==> src/rtl/dcache_ctrl_pkg.sv <==
// ----------------------------------------------------------------------------
// dcache_ctrl_pkg
//   Shared types and constants for the data-memory controller slice:
//   address/data/register/tag widths, the memory bus command encoding,
//   the D$ line record and the controller FSM state encoding.
// ----------------------------------------------------------------------------
package dcache_ctrl_pkg;

   localparam int ADDR_W       = 32;
   localparam int DATA_W       = 64;
   localparam int PRN_W        = 6;
   localparam int MEM_TAG_W    = 4;
   localparam int DCACHE_LINES = 32;
   localparam int DC_IDX_W     = 5;
   // The tag field is sized for the smallest possible index so that the
   // line record stays valid for any NUM_LINES; unused upper bits are zero.
   localparam int TAG_FIELD_W  = ADDR_W - 3;

   typedef logic [ADDR_W-1:0]    ADDR;
   typedef logic [DATA_W-1:0]    DATA;
   typedef logic [PRN_W-1:0]     PRN;
   typedef logic [MEM_TAG_W-1:0] MEM_TAG;

   typedef enum logic [1:0] {
      BUS_NONE  = 2'd0,
      BUS_LOAD  = 2'd1,
      BUS_STORE = 2'd2
   } BUS_CMD;

   typedef struct packed {
      logic                   valid;
      logic [TAG_FIELD_W-1:0] tag;
      DATA                    data;
   } DCacheLine_t;

   typedef enum logic [1:0] {
      IDLE    = 2'd0,
      LD_REQ  = 2'd1,
      LD_WAIT = 2'd2
   } dc_state_e;

   // Line-granular address (one 64-bit word per line): drops the byte offset.
   function automatic logic [ADDR_W-4:0] line_addr(input ADDR addr);
      return addr[ADDR_W-1:3];
   endfunction

endpackage

==> src/rtl/dcache_mem.sv <==
// ----------------------------------------------------------------------------
// dcache_mem
//   Direct-mapped D$ storage: valid/tag/data arrays, one combinational read
//   port and one write port carrying either a line fill or a store update.
//   A store only updates data when it hits (valid and tag match). A fill to
//   the same index wins and the store's cache update is dropped (the line is
//   being replaced anyway; the store itself still goes to memory).
// Ports
//   clk, reset          clock, synchronous active-high reset (clears valid)
//   rd_idx / rd_line    combinational lookup
//   fill_en/idx/tag/data  line allocate
//   st_en/idx/tag/data    accepted store, write-through update on hit
// ----------------------------------------------------------------------------
module dcache_mem
   import dcache_ctrl_pkg::*;
#(
   parameter int NUM_LINES = DCACHE_LINES,
   parameter int IDX_W     = DC_IDX_W
) (
   input  logic                   clk,
   input  logic                   reset,
   input  logic [IDX_W-1:0]       rd_idx,
   output DCacheLine_t            rd_line,
   input  logic                   fill_en,
   input  logic [IDX_W-1:0]       fill_idx,
   input  logic [TAG_FIELD_W-1:0] fill_tag,
   input  DATA                    fill_data,
   input  logic                   st_en,
   input  logic [IDX_W-1:0]       st_idx,
   input  logic [TAG_FIELD_W-1:0] st_tag,
   input  DATA                    st_data
);

   logic                   valid_r [NUM_LINES];
   logic [TAG_FIELD_W-1:0] tag_r   [NUM_LINES];
   DATA                    data_r  [NUM_LINES];

   logic st_hit_s;
   logic st_write_s;

   // Combinational read port for the load lookup.
   always_comb begin
      rd_line.valid = valid_r[rd_idx];
      rd_line.tag   = tag_r[rd_idx];
      rd_line.data  = data_r[rd_idx];
   end

   // Store hit detection; a same-index fill takes the write.
   always_comb begin
      st_hit_s   = st_en & valid_r[st_idx] & (tag_r[st_idx] == st_tag);
      st_write_s = 1'b0;
      if (st_hit_s && !(fill_en && (fill_idx == st_idx))) begin
         st_write_s = 1'b1;
      end else begin
         st_write_s = 1'b0;
      end
   end

   // Valid bits: cleared on reset, set on fill.
   always_ff @(posedge clk) begin
      if (reset) begin
         for (int i = 0; i < NUM_LINES; i++) begin
            valid_r[i] <= 1'b0;
         end
      end else if (fill_en) begin
         valid_r[fill_idx] <= 1'b1;
      end
   end

   // Tag and data storage; contents are qualified by valid so no reset needed.
   always_ff @(posedge clk) begin
      if (fill_en) begin
         tag_r[fill_idx]  <= fill_tag;
         data_r[fill_idx] <= fill_data;
      end
      if (st_write_s) begin
         data_r[st_idx] <= st_data;
      end
   end

endmodule

==> src/rtl/dcache_ctrl.sv <==
// ----------------------------------------------------------------------------
// dcache_ctrl
//   Data-memory controller between the SQ / load FU and the single proc2mem
//   port. Drains retired stores write-through; services one load at a time
//   as a D$ hit (result next cycle) or a blocking miss with line fill.
//   Load misses have priority on the bus; a blocked store simply retries.
// Ports
//   clk, reset                          clock, synchronous active-high reset
//   sq_mem_en/addr/data                 SQ head store ready to drain
//   dcachectrl_st_request_sent          store accepted by memory this cycle
//   ld_req_valid/addr/prn               load request from the load FU
//   br_pred_wrong                       squash the in-flight load
//   ld_busy                             controller cannot take a load
//   ld_done_valid/data/prn              registered load result
//   proc2mem_command/addr/data          memory bus request
//   mem2proc_response/data/tag          memory accept tag / load return
// ----------------------------------------------------------------------------
module dcache_ctrl
   import dcache_ctrl_pkg::*;
#(
   parameter int NUM_LINES = DCACHE_LINES,
   parameter int IDX_W     = DC_IDX_W
) (
   input  logic   clk,
   input  logic   reset,
   input  logic   sq_mem_en,
   input  ADDR    sq_mem_addr,
   input  DATA    sq_mem_data,
   output logic   dcachectrl_st_request_sent,
   input  logic   ld_req_valid,
   input  ADDR    ld_req_addr,
   input  PRN     ld_req_prn,
   input  logic   br_pred_wrong,
   output logic   ld_busy,
   output logic   ld_done_valid,
   output DATA    ld_done_data,
   output PRN     ld_done_prn,
   output BUS_CMD proc2mem_command,
   output ADDR    proc2mem_addr,
   output DATA    proc2mem_data,
   input  MEM_TAG mem2proc_response,
   input  DATA    mem2proc_data,
   input  MEM_TAG mem2proc_tag
);

   dc_state_e state_r, next_state_s;
   ADDR       miss_addr_r;
   PRN        miss_prn_r;
   MEM_TAG    mem_tag_r;
   logic      no_alloc_r;
   logic      squashed_r;

   DCacheLine_t            rd_line_s;
   logic [TAG_FIELD_W-1:0] ld_tag_s;
   logic [TAG_FIELD_W-1:0] miss_tag_s;
   logic [TAG_FIELD_W-1:0] sq_tag_s;
   logic                   ld_go_s;
   logic                   ld_hit_s;
   logic                   store_ok_s;
   logic                   resp_ok_s;
   logic                   tag_back_s;
   logic                   st_sent_s;
   logic                   st_same_line_s;

   BUS_CMD cmd_s;
   ADDR    bus_addr_s;
   DATA    bus_data_s;
   logic   latch_miss_s;
   logic   latch_tag_s;
   logic   clear_miss_s;
   logic   set_squash_s;
   logic   fill_en_s;
   logic   done_valid_s;
   DATA    done_data_s;
   PRN     done_prn_s;

   // Address decode and request qualifiers.
   always_comb begin
      ld_tag_s   = TAG_FIELD_W'(ld_req_addr >> (3 + IDX_W));
      miss_tag_s = TAG_FIELD_W'(miss_addr_r >> (3 + IDX_W));
      sq_tag_s   = TAG_FIELD_W'(sq_mem_addr >> (3 + IDX_W));
      ld_go_s    = ld_req_valid & ~br_pred_wrong;
      ld_hit_s   = rd_line_s.valid & (rd_line_s.tag == ld_tag_s);
      resp_ok_s  = (mem2proc_response != MEM_TAG'(0));
      tag_back_s = (mem_tag_r != MEM_TAG'(0)) & (mem2proc_tag == mem_tag_r);
      // The bus is free for a store in IDLE without a miss, or in LD_WAIT.
      store_ok_s = ((state_r == IDLE) & ~(ld_go_s & ~ld_hit_s)) |
                   (state_r == LD_WAIT);
   end

   // Next-state, bus drive and load completion.
   always_comb begin
      next_state_s = state_r;
      cmd_s        = BUS_NONE;
      bus_addr_s   = ADDR'(0);
      bus_data_s   = DATA'(0);
      latch_miss_s = 1'b0;
      latch_tag_s  = 1'b0;
      clear_miss_s = 1'b0;
      set_squash_s = 1'b0;
      fill_en_s    = 1'b0;
      done_valid_s = 1'b0;
      done_data_s  = DATA'(0);
      done_prn_s   = PRN'(0);

      if (store_ok_s && sq_mem_en) begin
         cmd_s      = BUS_STORE;
         bus_addr_s = sq_mem_addr;
         bus_data_s = sq_mem_data;
      end else begin
         cmd_s = BUS_NONE;
      end
      st_sent_s = (cmd_s == BUS_STORE) & resp_ok_s;
      // A store landing on the outstanding miss line makes the fill stale.
      st_same_line_s = st_sent_s & (state_r != IDLE) &
                       (line_addr(sq_mem_addr) == line_addr(miss_addr_r));

      case (state_r)
         IDLE: begin
            if (ld_go_s && ld_hit_s) begin
               done_valid_s = 1'b1;
               done_data_s  = rd_line_s.data;
               done_prn_s   = ld_req_prn;
            end else if (ld_go_s) begin
               cmd_s        = BUS_LOAD;
               bus_addr_s   = ld_req_addr;
               bus_data_s   = DATA'(0);
               latch_miss_s = 1'b1;
               if (resp_ok_s) begin
                  latch_tag_s  = 1'b1;
                  next_state_s = LD_WAIT;
               end else begin
                  next_state_s = LD_REQ;
               end
            end else begin
               next_state_s = IDLE;
            end
         end
         LD_REQ: begin
            if (br_pred_wrong) begin
               cmd_s        = BUS_NONE;
               bus_addr_s   = ADDR'(0);
               bus_data_s   = DATA'(0);
               clear_miss_s = 1'b1;
               next_state_s = IDLE;
            end else begin
               cmd_s      = BUS_LOAD;
               bus_addr_s = miss_addr_r;
               bus_data_s = DATA'(0);
               if (resp_ok_s) begin
                  latch_tag_s  = 1'b1;
                  next_state_s = LD_WAIT;
               end else begin
                  next_state_s = LD_REQ;
               end
            end
         end
         LD_WAIT: begin
            set_squash_s = br_pred_wrong;
            if (tag_back_s) begin
               fill_en_s    = ~(no_alloc_r | st_same_line_s);
               done_valid_s = ~(squashed_r | br_pred_wrong);
               done_data_s  = mem2proc_data;
               done_prn_s   = miss_prn_r;
               clear_miss_s = 1'b1;
               next_state_s = IDLE;
            end else begin
               next_state_s = LD_WAIT;
            end
         end
         default: begin
            cmd_s        = BUS_NONE;
            clear_miss_s = 1'b1;
            next_state_s = IDLE;
         end
      endcase
   end

   // Bus and status outputs, forced idle while reset is asserted.
   always_comb begin
      if (reset) begin
         proc2mem_command           = BUS_NONE;
         proc2mem_addr              = ADDR'(0);
         proc2mem_data              = DATA'(0);
         dcachectrl_st_request_sent = 1'b0;
         ld_busy                    = 1'b0;
      end else begin
         proc2mem_command           = cmd_s;
         proc2mem_addr              = bus_addr_s;
         proc2mem_data              = bus_data_s;
         dcachectrl_st_request_sent = (cmd_s == BUS_STORE) & resp_ok_s;
         ld_busy                    = (state_r != IDLE);
      end
   end

   // FSM state and outstanding-miss bookkeeping.
   always_ff @(posedge clk) begin
      if (reset) begin
         state_r     <= IDLE;
         miss_addr_r <= ADDR'(0);
         miss_prn_r  <= PRN'(0);
         mem_tag_r   <= MEM_TAG'(0);
         no_alloc_r  <= 1'b0;
         squashed_r  <= 1'b0;
      end else begin
         state_r <= next_state_s;
         if (latch_miss_s) begin
            miss_addr_r <= ld_req_addr;
            miss_prn_r  <= ld_req_prn;
         end
         if (latch_tag_s) begin
            mem_tag_r <= mem2proc_response;
         end else if (clear_miss_s) begin
            mem_tag_r <= MEM_TAG'(0);
         end
         if (clear_miss_s) begin
            no_alloc_r <= 1'b0;
            squashed_r <= 1'b0;
         end else begin
            if (st_same_line_s) begin
               no_alloc_r <= 1'b1;
            end
            if (set_squash_s) begin
               squashed_r <= 1'b1;
            end
         end
      end
   end

   // Registered load result.
   always_ff @(posedge clk) begin
      if (reset) begin
         ld_done_valid <= 1'b0;
         ld_done_data  <= DATA'(0);
         ld_done_prn   <= PRN'(0);
      end else begin
         ld_done_valid <= done_valid_s;
         ld_done_data  <= done_data_s;
         ld_done_prn   <= done_prn_s;
      end
   end

   dcache_mem #(
      .NUM_LINES (NUM_LINES),
      .IDX_W     (IDX_W)
   ) u_dcache_mem (
      .clk       (clk),
      .reset     (reset),
      .rd_idx    (ld_req_addr[3 +: IDX_W]),
      .rd_line   (rd_line_s),
      .fill_en   (fill_en_s & ~reset),
      .fill_idx  (miss_addr_r[3 +: IDX_W]),
      .fill_tag  (miss_tag_s),
      .fill_data (mem2proc_data),
      .st_en     (st_sent_s & ~reset),
      .st_idx    (sq_mem_addr[3 +: IDX_W]),
      .st_tag    (sq_tag_s),
      .st_data   (sq_mem_data)
   );

endmodule
==> config.mk <==
export PLATFORM = sky130hd
export DESIGN_NAME = dcache_ctrl
export DESIGN_NICKNAME = d
export VERILOG_FILES = /design/src/rtl/dcache_ctrl_pkg.sv /design/src/rtl/dcache_mem.sv /design/src/rtl/dcache_ctrl.sv
export SDC_FILE = /design/constraint.sdc
export NUM_CORES = 2
export LEC_CHECK = 0
export ABC_CLOCK_PERIOD_IN_PS = 21600
export BUFFER_PORTS_ARGS = -buffer_cell sky130_fd_sc_hd__buf_2
export CAP_MARGIN = 25
export CORE_MARGIN = 2
export CORE_UTILIZATION = 48
export DETAILED_ROUTE_END_ITERATION = 6
export PLACE_DENSITY = 0.69
export SYNTH_ARGS = -nofsm -noshare
export SYNTH_HDL_FRONTEND = slang
export SYNTH_SLANG_ARGS = --single-unit
==> constraint.sdc <==
create_clock -name clk -period 21.6 [get_ports clk]
set_input_delay 2.16 -clock clk [delete_from_list [all_inputs] [get_ports clk]]
set_output_delay 2.16 -clock clk [all_outputs]
set_load 0.02 [all_outputs]
==> metrics <==
outcome=finished, violations left; violations in the final reports=design-rule violations; Post-CTS Resized=0; EDFF count, synth=approximately 2800; critical path startpoint=ld_req_addr[5]; Data arrival, critical path=~9 ns; routed wire length=469000 um; element type at the critical path end=output port; transition at the pin with the smallest max-transition slack=about 1.2 ns; portion of the clock cycle consumed by the worst path in the final layout=between 50% and 60%; Worst Skew=0.0959 ns; CTS tree=built; element type at the critical path start=primary input; largest net degree at the start of global routing=155; Power Total=approximately 13 mW; instance count along the most critical hold path=2; average cell area after synthesis=17.6 sq um; leakage power figure=slightly above 50 nW; fraction of final layout cells with drive strength greater than 1=47.6%; Gate Count Post-Synth=8329; FFs w/ async S/R, synth=0%; TritonCTS Sinks=about 3000; setup TNS after final layout=0 ns; Final HPWL DP=256000 um; min-delay src=miss_prn_r[4]; Final Core Density=a little over half; Max-cap violations=0; crit path setup slack, layout=roughly 11 ns; row count=202; final antenna-violating net count=0; Placer Congestion=between 0.8 and 0.9; Detailed Route Iter0 Violations=13000; number of detailed-routing iterations run before antenna repair=7; largest buffer count on any clock path=4; grt ovf=0; number of fillers in the final layout=between 20000 and 25000; Inst Count DP=12000; number of non-filler instances in the completed layout=~13000; count of final setup violators=0; number of vias after detailed routing=approximately 87000; final instance area=about 0.16 sq mm; sequential-to-total area share from yosys stat=between 50% and 60%; startpoint of the worst-slack reg-to-reg timing path=u_dcache_mem.tag_r[24][10]; number of I/O port buffers=around 380; type of the worst min-delay path=flop to flop; Max Slew Vio Count=0; hold slack=about 0.45 ns; cts-stage hold buffer count=0; CP Data Required Time=19.44 ns; Die ar.=approximately 0.31 sq mm; Placed Instance Area=around 0.15 sq mm; vias in the first global route=86800; shortest period the worst path allows=11.03 ns; Power per Cell Area=78.3 mW/mm^2; routed length per placed instance=about 37 um; aggregate global-route resource usage=between 20 and 30%; core footprint=around 0.3 sq mm; number of design rule violations left after detail routing=17; number of antenna violations at the first check in global routing=38; Distinct cells, synth=51; worst vdd rail ir drop=just over 0.07 mV; Clk Latency, worst-skew pair=between 0.9 and 1 ns; slack of the worst reg-to-reg path=about 14 ns; Final Hold Fails=0; Worst Hold End=ld_done_prn[4]; crit-path max FO=87; wire length of the first global-routing pass=658000 um; number of flip-flops and latches in the synthesized netlist=2965; vias per inst=6.88; Ports=approximately 380; initial core utilization=between 40% and 50%; H-tree lvl count=5; setup slack after placement=between 10 and 15 ns; worst rel slew slack=~18%; setup fix buffers added after clock tree synthesis=0; count of warnings emitted by yosys=0; clock tree root buffer cell=clkbuf_16; worst setup path category=primary input to output port; setup repair after global routing missed its margin=no; upper clock frequency limit=90.7 MHz; Cell Area, Synth=0.147 sq mm; Vert. Die Dim=roughly 560 um; width of the chip=about 560 um; Nets=roughly 8600; r2r worst-path depth=14; net count of the mapped netlist=approximately 8500; FF-to-FF End=u_dcache_mem.data_r[7][52]; area grow syn2layout=11.1%; clock transition at the registers of the reported paths=around 0.06 ns; Post-synth top flop=edfxtp_1; TritonCTS buffer count=325
-- flip-flops by register name, indices dropped and copies added, names as in the netlist --
signal / count
squashed_r: 1
miss_addr_r: 32
ld_done_data: 64
u_dcache_mem.tag_r: 768
no_alloc_r: 1
u_dcache_mem.valid_r: 32
state_r: 2
ld_done_valid: 1
ld_done_prn: 6
mem_tag_r: 4
u_dcache_mem.data_r: 2048
miss_prn_r: 6
-- report_power, final --
part           switching [mW]  internal (mW)
registers             0.00613           6.29
clock network            2.35           3.16
logic                   0.529          0.406
-- cell families after synthesis --
logic type             after synthesis  synth area share (%)
buffers and inverters             1026                  2.94
flip-flops                        2965                  59.7
multiplexers                      3315                  32.6
AND/OR/NAND/NOR                    531                  2.12
AO/OA/AOI/OAI                      408                  2.08
XOR/XNOR                            84                 0.502
-- how the worst max path moves through the flow --
stage          cells past startpoint                         to
6_report                          18           proc2mem_data[4]
5_1_grt                           18          proc2mem_data[13]
4_1_cts                           17           proc2mem_data[4]
3_5_place_dp                      17           proc2mem_data[4]
3_3_place_gp                      16          proc2mem_data[10]
2_1_floorplan                     17  u_dcache_mem.data_r[4][0]
-- worst max-delay path, cell delays in order --
cell,delay (ns)
buf_8,0.61
buf_4,0.74
buf_4,0.32
buf_16,0.35
mux4_2,0.54
mux2i_1,0.16
mux2i_1,0.12
xor2_1,0.19
nor2_1,0.14
a31oi_1,0.21
or3_1,0.44
or4_1,0.63
a311o_2,0.62
nor2_4,0.33
buf_12,0.23
buf_4,0.43
and2_1,0.20
buf_2,0.16
-- placed cells by master (no fill, tap or decap), types with 22 or more instances in the layout --
cell,count
edfxtp_1,2816
mux2_2,1948
mux4_2,955
buf_2,374
clkbuf_16,333
buf_4,260
a22oi_1,242
mux2i_1,239
mux2_1,173
nor2_1,167
dfxtp_1,149
clkinv_1,91
nand2_1,88
clkbuf_1,88
and2_1,71
xor2_1,63
clkinv_2,45
nand4_1,41
o21ai_0,38
inv_1,35
nand3_1,34
a222oi_1,32
nor4_4,30
o41ai_2,30
a21oi_1,23
nor4_1,22
bufinv_16,22
-- area by class of cell --
type	count	area [sq um]	share of cell area (%)
sequential	2965	87500	53.8
multi-input combinational	4338	55000	33.8
clock buffer	437	8880	5.46
tap	3978	4980	3.06
timing repair buffer	664	4510	2.77
clock inverter	161	1520	0.933
inverter	67	251	0.155
antenna	15	37.5	0.0231
-- synthesized netlist by cell type (34+ instances only) --
library cell  count  area (sq um)
and2_1           73           457
dfxtp_1         149          2980
clkbuf_1        602          2260
mux2i_1         239          2390
buf_1           119           447
buf_2           208          1040
nand4_1          41           257
nand3_1          34           170
edfxtp_1       2816         84600
mux2_1          173          1950
mux4_2          955         21500
nor2_1          170           638
nand2_1          88           330
mux2_2         1948         21900
xor2_1           63           552
o21ai_0          38           190
inv_1            67           251
a22oi_1         242          1820
-- metal layers --
metal	track usage, %	wire length (um)	vias up
met3	6.82	52500	1155
met4	13.1	23300	30
met5	0.266	298	-
met1	40.1	175000	45700
met2	46.3	218000	5997
li1	-	-	33900
Power figures use the tool's default switching activity.
